File: config.mk
export PLATFORM = sky130hd
export DESIGN_NAME = micro_sequencer
export DESIGN_NICKNAME = d
export VERILOG_FILES = /design/src/rtl/micro_seq_pkg.sv /design/src/rtl/micro_sequencer_stack.sv /design/src/rtl/micro_sequencer.sv
export SDC_FILE = /design/constraint.sdc
export NUM_CORES = 1
export LEC_CHECK = 0
export ABC_AREA = 1
export CAP_MARGIN = 20
export CELL_PAD_IN_SITES_DETAIL_PLACEMENT = 0
export CELL_PAD_IN_SITES_GLOBAL_PLACEMENT = 1
export CORE_AREA = 5 5 91 93
export DETAILED_ROUTE_END_ITERATION = 6
export DIE_AREA = 0 0 96 98
export GPL_ROUTABILITY_DRIVEN = 0
export PLACE_DENSITY_LB_ADDON = 0.25
export SLEW_MARGIN = 20
export SYNTH_ARGS = -nofsm -noshare
export SYNTH_HDL_FRONTEND = slang
export SYNTH_SLANG_ARGS = --single-unit
File: constraint.sdc
create_clock -name clk -period 2.58 [get_ports clk]
set_clock_uncertainty 0.05 [all_clocks]
set_input_delay 0.258 -clock clk [delete_from_list [all_inputs] [get_ports clk]]
set_output_delay 0.258 -clock clk [all_outputs]
set_load 0.1 [all_outputs]
File: src/rtl/micro_seq_pkg.sv
// Shared definitions for the microprogram sequencer: sequencing opcodes,
// default vector addresses and microinstruction field layout helpers.
package micro_seq_pkg;

  typedef enum logic [2:0] {
    SEQ_FETCH    = 3'd0,
    SEQ_NEXT     = 3'd1,
    SEQ_DISPATCH = 3'd2,
    SEQ_JUMP     = 3'd3,
    SEQ_CBRANCH  = 3'd4,
    SEQ_CALL     = 3'd5,
    SEQ_RET      = 3'd6,
    SEQ_WAIT     = 3'd7
  } seq_op_e;

  localparam int unsigned SEQ_W            = 3;
  localparam int unsigned EXC_BASE_DEFAULT = 28;
  localparam int unsigned ERR_ADDR_DEFAULT = 31;

  // Width of the condition-select field; never narrower than one bit.
  function automatic int unsigned cselWidth(input int unsigned nCond);
    return (nCond > 1) ? $clog2(nCond) : 1;
  endfunction

  // uinst layout, MSB to LSB: ctrl, seq, csel, target.
  function automatic int unsigned targetLsb();
    return 0;
  endfunction

  function automatic int unsigned cselLsb(input int unsigned uaddrW);
    return uaddrW;
  endfunction

  function automatic int unsigned seqLsb(input int unsigned uaddrW, input int unsigned cselW);
    return uaddrW + cselW;
  endfunction

  function automatic int unsigned ctrlLsb(input int unsigned uaddrW, input int unsigned cselW);
    return uaddrW + cselW + SEQ_W;
  endfunction

  function automatic int unsigned uinstWidth(input int unsigned cwW, input int unsigned uaddrW,
                                             input int unsigned cselW);
    return cwW + SEQ_W + cselW + uaddrW;
  endfunction

endpackage

File: src/rtl/micro_sequencer_stack.sv
// Micro-call return-address LIFO. Flush has priority over push/pop; a push
// into a full stack or a pop from an empty one is ignored.
module micro_stack #(
  parameter  int unsigned WIDTH   = 5,
  parameter  int unsigned DEPTH   = 2,
  localparam int unsigned DEPTH_W = $clog2(DEPTH + 1)
) (
  input  logic               clk,
  input  logic               rst,
  input  logic               push,
  input  logic               pop,
  input  logic               flush,
  input  logic [WIDTH-1:0]   din,
  output logic [WIDTH-1:0]   dout,
  output logic               full,
  output logic               empty,
  output logic [DEPTH_W-1:0] depth
);

  logic [WIDTH-1:0]   mem [DEPTH];
  logic [DEPTH_W-1:0] count;

  assign full  = (32'(count) == DEPTH);
  assign empty = (count == '0);
  assign depth = count;

  // Present the top-of-stack entry; zero when empty.
  always_comb begin
    dout = '0;
    for (int unsigned k = 0; k < DEPTH; k++) begin
      if (32'(count) == k + 1) dout = mem[k];
    end
  end

  // Update occupancy and write the pushed entry into the next free slot.
  always_ff @(posedge clk) begin
    if (rst) begin
      count <= '0;
    end else if (flush) begin
      count <= '0;
    end else if (push && !full) begin
      for (int unsigned k = 0; k < DEPTH; k++) begin
        if (32'(count) == k) mem[k] <= din;
      end
      count <= count + DEPTH_W'(1);
    end else if (pop && !empty) begin
      count <= count - DEPTH_W'(1);
    end
  end

endmodule

File: src/rtl/micro_sequencer.sv
// Microprogram sequencer: selects the next microaddress from the current
// microinstruction, dispatch tables, condition inputs, the return stack and
// exception requests, and gates the datapath control word.
module micro_sequencer
  import micro_seq_pkg::*;
#(
  parameter  int unsigned CW_W        = 30,
  parameter  int unsigned UADDR_W     = 5,
  parameter  int unsigned N_DISPATCH  = 3,
  parameter  int unsigned N_COND      = 4,
  parameter  int unsigned N_EXC       = 2,
  parameter  int unsigned STACK_DEPTH = 2,
  parameter  int unsigned EXC_BASE    = EXC_BASE_DEFAULT,
  parameter  int unsigned ERR_ADDR    = ERR_ADDR_DEFAULT,
  localparam int unsigned CSEL_W      = cselWidth(N_COND),
  localparam int unsigned UI_W        = uinstWidth(CW_W, UADDR_W, CSEL_W),
  localparam int unsigned DEPTH_W     = $clog2(STACK_DEPTH + 1),
  localparam int unsigned CAUSE_W     = (N_EXC > 1) ? $clog2(N_EXC) : 1
) (
  input  logic                          clk,
  input  logic                          rst,
  input  logic                          stall,
  input  logic [UI_W-1:0]               uinst,
  input  logic [N_DISPATCH*UADDR_W-1:0] dispatch_addr,
  input  logic [N_COND-1:0]             cond,
  input  logic [N_EXC-1:0]              exc_req,
  output logic [UADDR_W-1:0]            upc,
  output logic [CW_W-1:0]               ctrl,
  output logic [2:0]                    seq_op,
  output logic [DEPTH_W-1:0]            stack_depth,
  output logic                          exc_taken,
  output logic [CAUSE_W-1:0]            exc_cause,
  output logic                          seq_err
);

  localparam int unsigned TGT_LSB   = targetLsb();
  localparam int unsigned CSEL_LSB  = cselLsb(UADDR_W);
  localparam int unsigned SEQ_LSB   = seqLsb(UADDR_W, CSEL_W);
  localparam int unsigned CTRL_LSB  = ctrlLsb(UADDR_W, CSEL_W);
  localparam int unsigned DISP_MASK = (1 << $clog2(N_DISPATCH)) - 1;

  logic [UADDR_W-1:0] target;
  logic [CSEL_W-1:0]  csel;
  seq_op_e            op;
  logic               condBit;
  int unsigned        dispIdx;
  logic               dispBad;
  logic [UADDR_W-1:0] dispTarget;
  logic               excAny;
  logic [CAUSE_W-1:0] excIdx;
  logic [UADDR_W-1:0] upcInc;
  logic               atTop;
  logic [UADDR_W-1:0] nextUpc;
  logic               seqFault;
  logic               doPush;
  logic               doPop;
  logic [UADDR_W-1:0] stackTop;
  logic               stackFull;
  logic               stackEmpty;
  logic               advance;

  assign target = uinst[TGT_LSB +: UADDR_W];
  assign csel   = uinst[CSEL_LSB +: CSEL_W];
  assign seq_op = uinst[SEQ_LSB +: SEQ_W];
  assign op     = seq_op_e'(seq_op);
  assign ctrl   = (rst || stall) ? '0 : uinst[CTRL_LSB +: CW_W];

  // Selected condition; out-of-range selects read as 0.
  always_comb begin
    condBit = 1'b0;
    if (32'(csel) < N_COND) condBit = cond[csel];
  end

  // Dispatch-table mux, indexed by the low target bits; unpopulated slots are errors.
  always_comb begin
    dispIdx    = 32'(target) & DISP_MASK;
    dispBad    = 1'b1;
    dispTarget = '0;
    for (int unsigned k = 0; k < N_DISPATCH; k++) begin
      if (dispIdx == k) begin
        dispBad    = 1'b0;
        dispTarget = dispatch_addr[k*UADDR_W +: UADDR_W];
      end
    end
  end

  // Lowest-numbered pending exception request wins (scan downwards, last hit kept).
  always_comb begin
    excAny = |exc_req;
    excIdx = '0;
    for (int unsigned i = N_EXC; i > 0; i--) begin
      if (exc_req[i-1]) excIdx = CAUSE_W'(i - 1);
    end
  end

  // Next-address decode for the current seq op, folding sequencing faults into ERR_ADDR.
  always_comb begin
    upcInc   = upc + UADDR_W'(1);
    atTop    = &upc;
    nextUpc  = upc;
    seqFault = 1'b0;
    doPush   = 1'b0;
    doPop    = 1'b0;
    case (op)
      SEQ_FETCH:    nextUpc = '0;
      SEQ_NEXT:     if (atTop) seqFault = 1'b1; else nextUpc = upcInc;
      SEQ_DISPATCH: if (dispBad) seqFault = 1'b1; else nextUpc = dispTarget;
      SEQ_JUMP:     nextUpc = target;
      SEQ_CBRANCH: begin
        if (condBit)    nextUpc = target;
        else if (atTop) seqFault = 1'b1;
        else            nextUpc = upcInc;
      end
      SEQ_CALL: begin
        if (stackFull) seqFault = 1'b1;
        else begin
          doPush  = 1'b1;
          nextUpc = target;
        end
      end
      SEQ_RET: begin
        if (stackEmpty) seqFault = 1'b1;
        else begin
          doPop   = 1'b1;
          nextUpc = stackTop;
        end
      end
      SEQ_WAIT: begin
        if (condBit) begin
          if (atTop) seqFault = 1'b1;
          else       nextUpc = upcInc;
        end
      end
      default: nextUpc = upc;
    endcase
    if (seqFault) nextUpc = UADDR_W'(ERR_ADDR);
  end

  // Stack moves only on a normal sequencing step; an exception flushes it instead.
  assign advance = !rst && !stall;

  micro_stack #(
    .WIDTH (UADDR_W),
    .DEPTH (STACK_DEPTH)
  ) uStack (
    .clk   (clk),
    .rst   (rst),
    .push  (advance && !excAny && doPush),
    .pop   (advance && !excAny && doPop),
    .flush (advance && excAny),
    .din   (upcInc),
    .dout  (stackTop),
    .full  (stackFull),
    .empty (stackEmpty),
    .depth (stack_depth)
  );

  // Register microaddress and status flags with reset > stall > exception > decode priority.
  always_ff @(posedge clk) begin
    if (rst) begin
      upc       <= '0;
      exc_taken <= 1'b0;
      exc_cause <= '0;
      seq_err   <= 1'b0;
    end else if (stall) begin
      exc_taken <= 1'b0;
    end else if (excAny) begin
      upc       <= UADDR_W'(EXC_BASE) + UADDR_W'(excIdx);
      exc_taken <= 1'b1;
      exc_cause <= excIdx;
    end else begin
      upc       <= nextUpc;
      exc_taken <= 1'b0;
      if (seqFault) seq_err <= 1'b1;
    end
  end

endmodule

## Word-level counts from Yosys, hierarchy flattened

Memories as Yosys holds them, arrays and structs flattened.
Index checks and enable logic that the tools add are counted.

- Add/sub/neg operators: 4
- Order comparisons: 1
- Equal/unequal tests: 15
- Mux-type cells: 48
- Bitwise operators: 2
- Reduce and logical (&&, ||, !) cells: 25

Operator list:

| cell | number |
|---|---|
| $mux 5 | 14 |
| $pmux 5 s8 | 1 |
| $logic_not 32->1 | 1 |
| $mux 30 | 1 |
| $mux 1 | 28 |
| $ne 4x4->1 const B | 4 |
| $eq 3x3->1 const B | 4 |
| $reduce_and 5->1 | 2 |
| $logic_and 1x1->1 | 7 |
| $eq 3x2->1 const B | 2 |
| $pmux 1 s6 | 1 |
| $reduce_or 2->1 | 3 |
| $add 5x1->5 const B | 1 |
| $logic_not 1->1 | 5 |
| $reduce_or 5->1 | 1 |
| $add 3x2->4 const A | 1 |
| $eq 2x1->1 const B | 2 |
| $eq 2x2->1 const B | 2 |
| $mux 2 | 2 |
| $eq 3x1->1 const B | 1 |
| $logic_not 3->1 | 1 |
| $lt 2x3->1 const B | 1 |
| $reduce_and 3->1 | 1 |
| $add 2x1->2 const B | 1 |
| 7 further kinds | 8 |

- Register bits after elaboration: 10
- Memory bits (writable): 10
- Input bits: 64
- Output and inout port bits: 43
- Logic and storage cells: 101
- Memories kept: 1

Memory list:

| memory | words | width | rd ports | clocked after memory_dff | wr ports | line | RTL |
|---|---|---|---|---|---|---|---|
| uStack.mem | 2 | 5 | 2 | 0 | 1 | micro_sequencer_stack.sv:20 | `logic [WIDTH-1:0] mem [DEPTH];` |

## Depth between registers and ports, before layout

- Depth in word-level cells: 11
- Gate-level depth with buffers: 14
- Gate-level depth less buffers: 14

## Cells and area by module

A second synthesis with hierarchy kept.

- Cell total of the unflattened synthesis: 298
- Area, all modules: 1818.0 µm²

By module, submodules not included:

| module | times used | cells an instance | area an instance (µm²) | sequential area each (µm²) |
|---|---|---|---|---|
| micro_sequencer | 1 | 244 | 1271.2 | 160.2 |
| micro_stack | 1 | 54 | 546.8 | 340.3 |

## Worst setup path before layout

OpenSTA, ideal clock, no wires.

- Kind: register to register
- Start: register upc[0]
- End: register upc[1]
- Setup time: 0.113 ns
- Data arrival time: 2.412 ns
- Required time: 2.417 ns
- Setup slack: 0.005 ns
- Stages on the path, launching flop included: 15
- Path buffers: 1
- Clock period less this slack: 2.575 ns
- Cell sequence: dfxtp_1 > ha_1 > nand3_1 > inv_1 > ha_1 > buf_2 > nand2_1 > o21ai_0 > nor2_1 > nor2_1 > nand4_1 > nor2_1 > nor2_1 > nor2_1 > nor2_1

- Word-level cells in the longest chain between the ends: 6
- Elaborated cells on any way between the ends: 17
- Classes of those cells: add/sub: 1; eq/ne: 4; mux: 10; reduce/logical: 2

RTL lines:

| what | line | RTL |
|---|---|---|
| start, declared | micro_sequencer.sv:27 | `output logic [UADDR_W-1:0] upc,` |
| start signal, assigned | micro_sequencer.sv:168 | `upc <= UADDR_W'(EXC_BASE) + UADDR_W'(excIdx);` |
| start signal, assigned | micro_sequencer.sv:172 | `upc <= nextUpc;` |
| $add 5x1->5 / $reduce_and 5->1 (equally long branches) | micro_sequencer.sv:98, micro_sequencer.sv:99 |  |
| $mux 5 / $mux 1 (equally long branches) | micro_sequencer.sv:106, micro_sequencer.sv:111, micro_sequencer.sv:130 |  |
| $mux 5 (tied with other cells) | micro_sequencer.sv:129 | `if (condBit) begin` |
| $pmux 5 s8 / $pmux 1 s6 (equally long branches) | micro_sequencer.sv:104 | `case (op)` |
| $mux 5 / $ne 4x4->1 (equally long branches) | n/a |  |
| $mux 5 / $reduce_and 5->1 (equally long branches) | n/a |  |

Parallel ways exist; a longest one is shown, timed or not. The select of a mux whose other input is x is not followed.
A chain may end at the register's enable or synchronous reset.

## Worst setup path after layout

- Start: register upc[0]
- End: register upc[0]

The elaborated chain is that of the path after synthesis.

==> reports/results.ini <==
[cts]
clkTransAtPathRegs_ns = 0.08
clk_latency_ns = 0.26
clkSinkCount = 20
ctsHoldBuffers = 0
h-tree-depth = 1
cts_made_buffers = 3
post_cts_buffers = 0
ctsResizeCount = 0
cts_root_buffer = clkbuf_8
clockBufferDepth = 2
cts_tree = done

[cells_and_area]
fin_nets = 461
postLayoutCoreUtil_pct = 43.1
diodes = 0
final_cells = 492
final_area_sq_um = 3210
drive_gt1_share_pct = 15.1
syn_to_final_growth_pct = 86.8

[timing]
timing.hold.ws_ns = 0.452
rsz0062_at_grt = no
period_share_pct = 82.2
finalSetupTns_ns = 0
setup_violations = 0
fmax_ghz = 0.472
slew_headroom_pct = 69.6
final-hold-violation-count = 0
fin_ws_ns = 0.460
tightest_slew_ns = 0.454
slew_violations = 0
period_minus_slack_ns = 2.12

[setup_path]
arrival_ns = 2.23
critical_path.startpoint = upc[0]$_SDFFE_PP0P_
worstSetupStartpointType = flop
cp_num_buf_inv = 2
cp_common_cell = nor2_1
crit_path_end_kind = flop
critPathMaxStageDelay_ns = 0.43
cp_slowest_cell = dfxtp_1
required_ns = 2.69
cp_max_fo = 8
path_class = flop to flop
r2r-start = upc[0]$_SDFFE_PP0P_
worstPathCellList = ha_1 -> nand3_1 -> inv_1 -> ha_1 -> xnor2_1 -> nand3_1 -> nand2_1 -> inv_1 -> nand4_1 -> nor2_1 -> nor2_1 -> nor2_1 -> nor2_1
cpLargestDelayFamily = simple AND/OR/NAND/NOR gates

[grt]
grt_pass1_vias = 2044
antenna_found_initial = 0
grt_pass1_wl_microns = 9330
grt_usage_pct = 12.1
grt_remaining_overflow = 0
grt_max_degree = 32

[detailed_routing]
via_per_inst = 4.03
wirelength_microns = 5740
firstDrtPassIters = 4
postRouteAntennaNets = 0
vias = 1983
wire_per_inst_microns = 11.7
route.detailed.drc = 0
drt_iter0_drc = 72

[power]
ir_drop_uv = 202
power_mw = 1.23
power.density_nw_per_um2 = 383
power.leakage_nw = 1.57

[die]
die-area_sq_um = 9410
initial_core_util_pct = 23.1
die_h_microns = 98
die_w_microns = 96
core_sq_um = 7450
io_pins = 107
rows = 32

[placement]
place_ws_ns = 0.405
numPortBuffers = 106
hpwl_microns = 4990
place_area_sq_um = 3140
dp.cells = 488

[hold_path]
hold_start = seq_err$_SDFFE_PP0P_
min_path_type = flop to flop

[job]
drv_cap = 0

[logic_synthesis]
syn_area_sq_um = 1720
yosysSeqAreaShare_pct = 29.1
yosys_warnings = 0
synth_cell_type_count = 32
avgSynthCellArea_sq_um = 5.99
synthCells = 287
synth_nets = 357
ys_ff_latch = 20

[status]
outcome = finished clean

## synthesized netlist by cell type (all sizes together)
master | count | area, sq um
a211oi | 1 | 7.51
a21boi | 1 | 7.51
a21oi | 4 | 20.0
a22o | 4 | 35.0
buf | 5 | 32.5
clkbuf | 3 | 11.3
dfxtp | 10 | 200
edfxtp | 10 | 300
ha | 6 | 75.1
inv | 64 | 240
nand2 | 69 | 272
nand3 | 28 | 145
nand3b | 1 | 7.51
nand4 | 3 | 25.0
nor2 | 65 | 249
nor3 | 2 | 15.0
o211ai | 2 | 15.0
o21ai | 3 | 15.0
o21bai | 1 | 7.51
o22ai | 1 | 6.26
or2 | 1 | 6.26
xnor2 | 2 | 17.5
xor2 | 1 | 8.76
## path summary, 6_finish.rpt
path / endpoint / slack [ns] / cells past startpoint
setup / recovery: upc[0]$_SDFFE_PP0P_ / 0.46 / 13
hold / removal: seq_err$_SDFFE_PP0P_ / 0.45 / 1
setup reg to reg: upc[0]$_SDFFE_PP0P_ / 0.46 / 13
hold reg to reg: seq_err$_SDFFE_PP0P_ / 0.45 / 1
## power by group
part / internal (mW) / switching (mW) / leakage, nW / total [mW]
Combinational: 0.213 / 0.352 / 1.37 / 0.565
Sequential: 0.344 / 0.00833 / 0.173 / 0.352
Clock: 0.207 / 0.104 / 0.0357 / 0.311
Total: 0.763 / 0.465 / 1.57 / 1.23
## area by class of cell
class	count	area (sq um)
multi-input cells	195	935
well taps	102	128
repair buffers	107	1340
inverters	64	240
fillers	777	4240
clock inverters	1	30.0
flip-flops and latches	20	500
clock buffers	3	41.3
## worst reg2reg max path: cells and delay by family (launching register included)
family | cells | cell delay (ns)
XOR/XNOR | 1 | 0.16
adder cells (fa/ha/maj) | 2 | 0.54
buffers and inverters | 2 | 0.12
flip-flops | 1 | 0.43
AND/OR/NAND/NOR | 8 | 0.72
## flip-flops by register name (all words and copies together) (netlist names)
register      count
uStack.mem       10
upc               5
uStack.depth      2
exc_cause         1
exc_taken         1
seq_err           1
## kinds of logic after synthesis
logic type | Yosys count | synth area share, %
DFF | 20 | 29.1
AOI/OAI and AO/OA | 17 | 6.62
xor gates and xnor gates | 3 | 1.53
and+or+nand+nor | 169 | 41.8
adders and majority gates | 6 | 4.37
buffers and inverters | 72 | 16.5
## layer usage
layer | vias to the layer above | GRT usage (%) | wire length (microns)
li1 | 1074 | - | -
met1 | 828 | 14.5 | 2500
met2 | 79 | 20.4 | 2520
met3 | 2 | 4.55 | 684
met4 | 0 | 2.63 | 36
met5 | - | 0 | 0
## placed cells by master (no fill, tap or decap), types with 2 or more instances in the layout
cell type / count
a21oi_1: 4
clkbuf_8: 3
ha_1: 6
buf_4: 14
nand4_1: 2
nand2_2: 2
nand2_1: 66
nor2_1: 63
clkdlybuf4s50_1: 63
xnor2_1: 2
edfxtp_1: 10
inv_2: 2
o21ai_0: 2
inv_1: 62
a22o_1: 4
o211ai_1: 2
nor2_2: 2
dfxtp_1: 10
buf_12: 30
nand3_1: 27
No activity file was read; power rests on OpenSTA's default activity.
